## src/rtl/nibble_sort_pkg.sv

```systemverilog
// Shared types and constants for the nibble sorter: FSM states, element and
// counter widths, and the compare-count helper.
package nibble_sort_pkg;

   localparam int ELEM_W = 4;
   localparam int SWAP_W = 6;
   localparam int IDX_W  = 3;

   typedef enum logic [1:0] {
      IDLE,
      SORT,
      DONE
   } state_t;

   // Number of compare steps one full bubble-sort schedule takes for n elements.
   function automatic int N_CMP(input int n);
      return n * (n - 1) / 2;
   endfunction

endpackage

```

## src/rtl/fourbit_comparator.sv

```systemverilog
// Shared 4-bit magnitude comparator: exactly one of g (x>y), l (x<y), e (x==y)
// is high for any pair of inputs.
module fourbit_comparator (
   input  logic [3:0] x,
   input  logic [3:0] y,
   output logic       g,
   output logic       l,
   output logic       e
);

   assign g = (x > y);
   assign l = (x < y);
   assign e = (x == y);

endmodule

```

## src/rtl/nibble_sort_ctrl.sv

```systemverilog
// Sequential bubble sorter for N nibbles: one compare-and-conditional-swap per
// clock through a single shared comparator, fixed data-independent latency.
module nibble_sort_ctrl
   import nibble_sort_pkg::*;
#(
   parameter int N      = 4,
   parameter bit ASCEND = 1'b1
)
(
   input  logic                  clk,
   input  logic                  rst_n,
   input  logic                  start,
   input  logic [ELEM_W*N-1:0]   din,
   output logic                  busy,
   output logic                  done,
   output logic [ELEM_W*N-1:0]   dout,
   output logic [SWAP_W-1:0]     swaps
);

   localparam logic [IDX_W-1:0] LAST_P = IDX_W'(N - 2);

   state_t              state;
   state_t              state_next;
   logic [ELEM_W-1:0]   work_buf    [N];
   logic [ELEM_W-1:0]   buf_swapped [N];
   logic [ELEM_W*N-1:0] buf_packed;
   logic [IDX_W-1:0]    p;
   logic [IDX_W-1:0]    j;
   logic [SWAP_W-1:0]   swap_cnt;
   logic [SWAP_W-1:0]   swap_cnt_next;
   logic [ELEM_W-1:0]   cmp_x;
   logic [ELEM_W-1:0]   cmp_y;
   logic                cmp_g;
   logic                cmp_l;
   logic                cmp_e;
   logic                accept;
   logic                do_swap;
   logic                last_j;
   logic                last_cmp;

   always_comb begin
      cmp_x = '0;
      cmp_y = '0;
      for (int i = 0; i < N - 1; i++) begin
         if (j == IDX_W'(i)) begin
            cmp_x = work_buf[i];
            cmp_y = work_buf[i + 1];
         end
      end
   end

   fourbit_comparator u_cmp (
      .x (cmp_x),
      .y (cmp_y),
      .g (cmp_g),
      .l (cmp_l),
      .e (cmp_e)
   );

   // Equal pairs never swap, which keeps the sort stable in either order.
   always_comb begin
      do_swap     = (state == SORT) && !cmp_e && (ASCEND ? cmp_g : cmp_l);
      buf_swapped = work_buf;
      for (int i = 0; i < N - 1; i++) begin
         if (do_swap && (j == IDX_W'(i))) begin
            buf_swapped[i]     = cmp_y;
            buf_swapped[i + 1] = cmp_x;
         end
      end
      swap_cnt_next = swap_cnt + SWAP_W'(do_swap);
      last_j        = (j == (LAST_P - p));
      last_cmp      = (p == LAST_P) && (j == '0);
   end

   always_comb begin
      buf_packed = '0;
      for (int i = 0; i < N; i++) begin
         buf_packed[ELEM_W*i +: ELEM_W] = buf_swapped[i];
      end
   end

   always_ff @(posedge clk or negedge rst_n) begin
      if (!rst_n) begin
         state <= IDLE;
      end else begin
         state <= state_next;
      end
   end

   always_comb begin
      state_next = state;
      accept     = 1'b0;
      case (state)
         IDLE, DONE: begin
            if (start) begin
               accept     = 1'b1;
               state_next = SORT;
            end else begin
               state_next = IDLE;
            end
         end
         SORT: begin
            if (last_cmp) begin
               state_next = DONE;
            end
         end
         default: state_next = IDLE;
      endcase
   end

   // Results are captured from the post-swap view of the final compare so
   // they are valid in the same cycle done is high.
   always_ff @(posedge clk or negedge rst_n) begin
      if (!rst_n) begin
         for (int i = 0; i < N; i++) begin
            work_buf[i] <= '0;
         end
         p        <= '0;
         j        <= '0;
         swap_cnt <= '0;
         dout     <= '0;
         swaps    <= '0;
      end else if (accept) begin
         for (int i = 0; i < N; i++) begin
            work_buf[i] <= din[ELEM_W*i +: ELEM_W];
         end
         p        <= '0;
         j        <= '0;
         swap_cnt <= '0;
      end else if (state == SORT) begin
         for (int i = 0; i < N; i++) begin
            work_buf[i] <= buf_swapped[i];
         end
         swap_cnt <= swap_cnt_next;
         if (last_j) begin
            j <= '0;
            p <= p + IDX_W'(1);
         end else begin
            j <= j + IDX_W'(1);
         end
         if (last_cmp) begin
            dout  <= buf_packed;
            swaps <= swap_cnt_next;
         end
      end
   end

   assign busy = (state == SORT);
   assign done = (state == DONE);

endmodule

```

## config.mk

```make
export PLATFORM = sky130hd
export DESIGN_NAME = nibble_sort_ctrl
export DESIGN_NICKNAME = d
export VERILOG_FILES = /design/src/rtl/nibble_sort_pkg.sv /design/src/rtl/fourbit_comparator.sv /design/src/rtl/nibble_sort_ctrl.sv
export SDC_FILE = /design/constraint.sdc
export NUM_CORES = 1
export LEC_CHECK = 0
export ABC_AREA = 1
export BUFFER_PORTS_ARGS = -buffer_cell sky130_fd_sc_hd__buf_2
export CAP_MARGIN = 15
export CORE_MARGIN = 3
export CORE_UTILIZATION = 38
export CTS_BUF_LIST = sky130_fd_sc_hd__clkbuf_4 sky130_fd_sc_hd__clkbuf_8 sky130_fd_sc_hd__clkbuf_16
export CTS_CLUSTER_SIZE = 24
export DETAILED_ROUTE_END_ITERATION = 6
export GPL_ROUTABILITY_DRIVEN = 0
export PLACE_DENSITY = 0.64
export SYNTH_ARGS = -nofsm -noshare
export SYNTH_HDL_FRONTEND = slang
export SYNTH_HIERARCHICAL = 1
export SYNTH_SLANG_ARGS = --single-unit
```

## constraint.sdc

```tcl
create_clock -name clk -period 3.3 [get_ports clk]
set_input_delay 0.165 -clock clk [delete_from_list [all_inputs] [get_ports clk]]
set_output_delay 0.165 -clock clk [all_outputs]
set_load 0.01 [all_outputs]
```

==> impl_metrics.json <==
{
  "grt_pass1_wl_um": 11700,
  "crit_chain": "inv_2, ha_1, nand2_4, buf_4, or2_4, and2_1, inv_1, ha_1, nand2_1, nor2_1, a21oi_1, inv_1, nor2_2, nand2_1, inv_1, ha_4, nand3_2, nor3_2, xor2_1, o22ai_1",
  "dieArea_um2": 9090,
  "worstHoldStart": "din[10]",
  "final_area_um2": 3620,
  "crit_path_max_fanout": 14,
  "worstHoldPathCells": 3,
  "skew_ns": 0.00658,
  "antenna_found_initial": 0,
  "r2r_end": "swap_cnt[5]",
  "status": "finished, final reports clean",
  "critPathRequiredTime_ns": 3.49,
  "wl_um": 7150,
  "path_class": "flop to flop",
  "slowest_delay_ns": 0.42,
  "ys_warn_count": 6,
  "ir_drop_mv": 0.521,
  "finalCritPeriodShare_pct": 93.4,
  "setup_violations": 0,
  "cts_sinks": 52,
  "cts-htree-levels": 2,
  "slew_viol_final": 0,
  "powerDensity_nw_per_um2": 1190,
  "top_usage_layer": "met2",
  "min_path_type": "input pin to flop",
  "worstSetupStartpointType": "flop",
  "layout_min_cycle_time_ns": 3.08,
  "clock_path_buffers": 2,
  "finalNonFillerCells": 561,
  "ant_nets": 0,
  "slowest_stage": "dfrtp_1",
  "dp_cells": 536,
  "clkLatencyLatePin_ns": 0.30,
  "worstMarginPinSlew_ns": 0.639,
  "core_um2": 7490,
  "final_cell_mix": "nand2_1 (161), dfrtp_1 (52), inv_1 (43)",
  "slew_headroom_pct": 57.4,
  "cts_tree": "yes",
  "arrival_ns": 3.27,
  "syn_inst": 401,
  "whs_ns": 0.0597,
  "wl_per_cell_um": 12.8,
  "synth_fp_nets": 432,
  "gr-usage-all-layers_pct": 16.2,
  "die_w_um": 95.3,
  "viasPerCell": 4.69,
  "port_buffers": 42,
  "drtIter0Drc": 154,
  "reg2reg_from": "j[0]",
  "final_nets": 492,
  "cp-end-kind": "flop",
  "row_count": 31,
  "grt.overflow.total": 0,
  "cpMostUsedCell": "inv_1",
  "grt_max_degree": 32,
  "antenna_cells": 0,
  "clk_pin_slew_ns": 0.09,
  "cellLeakagePower_nw": 2.00,
  "drt-pass1-iter-count": 5,
  "drc": 0,
  "met1_usage_pct": 21.7,
  "dp_hpwl_um": 5190,
  "grt_use_met2_pct": 26.5,
  "cts-root-buf": "clkbuf_8",
  "drive_gt1_share_pct": 24.9,
  "numCtsBuffers": 5,
  "rrSetupSlack_ns": 0.22,
  "min_to": "work_buf[6]",
  "vias": 2632,
  "rr_worst_depth": 20,
  "die_h_um": 95.3,
  "final_common_cell": "nand2_1",
  "area_delta_synth_final_pct": 19.4,
  "initial_core_util_pct": 40.5,
  "max_freq_ghz": 0.324,
  "cap_viol_max_count": 0,
  "finalHoldViolCount": 0,
  "syn_area_per_cell_um2": 7.56,
  "first_global_vias": 2537,
  "use_met3_pct": 2.60,
  "post_dp_cell_area_um2": 3310,
  "netlist_area_um2": 3030,
  "io-pin-count": 43
}
==> state kept, by name (all words and copies together), names as in the netlist <==
| signal | flops |
|---|---|
| state | 2 |
| swap_cnt | 6 |
| dout | 16 |
| swaps | 6 |
| j | 3 |
| p | 3 |
| work_buf | 16 |
==> what timing repair did <==
item                                   in CTS  in global routing
endpoints found under the hold margin      28                  0
resized for setup                           0                 19
setup endpoints to repair                   0                 38
hold buffers                                1                  0
buffers inserted                            0                 16
==> worst max-delay path by stage <==
stage,from,depth (start not counted),end,slack [ns]
after floorplan,j[1],22,swaps[5],0.27
after global placement,j[0],19,swaps[5],0.19
after detailed placement,j[0],22,swaps[5],0.08
after CTS,j[0],21,swaps[5],0.07
after global routing,j[0],22,swap_cnt[5],-0.04
final,j[0],20,swap_cnt[5],0.22
==> power by group <==
part           internal, mW  leakage (nW)  switching [mW]  total (mW)
combinational          1.09          1.28            1.66        2.74
sequential            0.944         0.660           0.199        1.14
clock                 0.234        0.0586           0.205       0.438
total                  2.26          2.00            2.06        4.32
==> stage by stage <==
step                      worst slack [ns]  setup TNS [ns]  util (%)  power [mW]
after floorplan                      0.266               0         -        2.97
after global placement               0.187               0      44.3        3.58
after detailed placement            0.0784               0      44.3        3.62
after CTS                           0.0720               0      45.9        4.08
after global routing               -0.0427          -0.104      48.4        4.77
final                                0.217               0      48.4        4.32
==> critical path, delay by kind of cell (launching register included) <==
kind | cells | cell delay (ns)
AND/OR/NAND/NOR | 9 | 1.09
buffers and inverters | 5 | 0.47
XOR/XNOR | 1 | 0.19
flip-flops | 1 | 0.42
adder cells (fa/ha/maj) | 3 | 0.57
AO/OA/AOI/OAI | 2 | 0.22
==> routing by layer <==
layer	part of all wire (%)	up-vias
li1	-	1355
met1	45	1218
met2	49	50
met3	4.2	9
met4	1.7	0
met5	0	-
==> cell type report <==
class	count	area, um2
multi-input combinational	285	1490
clock inverter	2	35.0
tap	99	124
timing repair buffer	66	400
sequential	52	1300
fill	731	3860
inverter	51	196
clock buffer	6	76.3
Note: power is estimated with default switching activity, not from simulation.
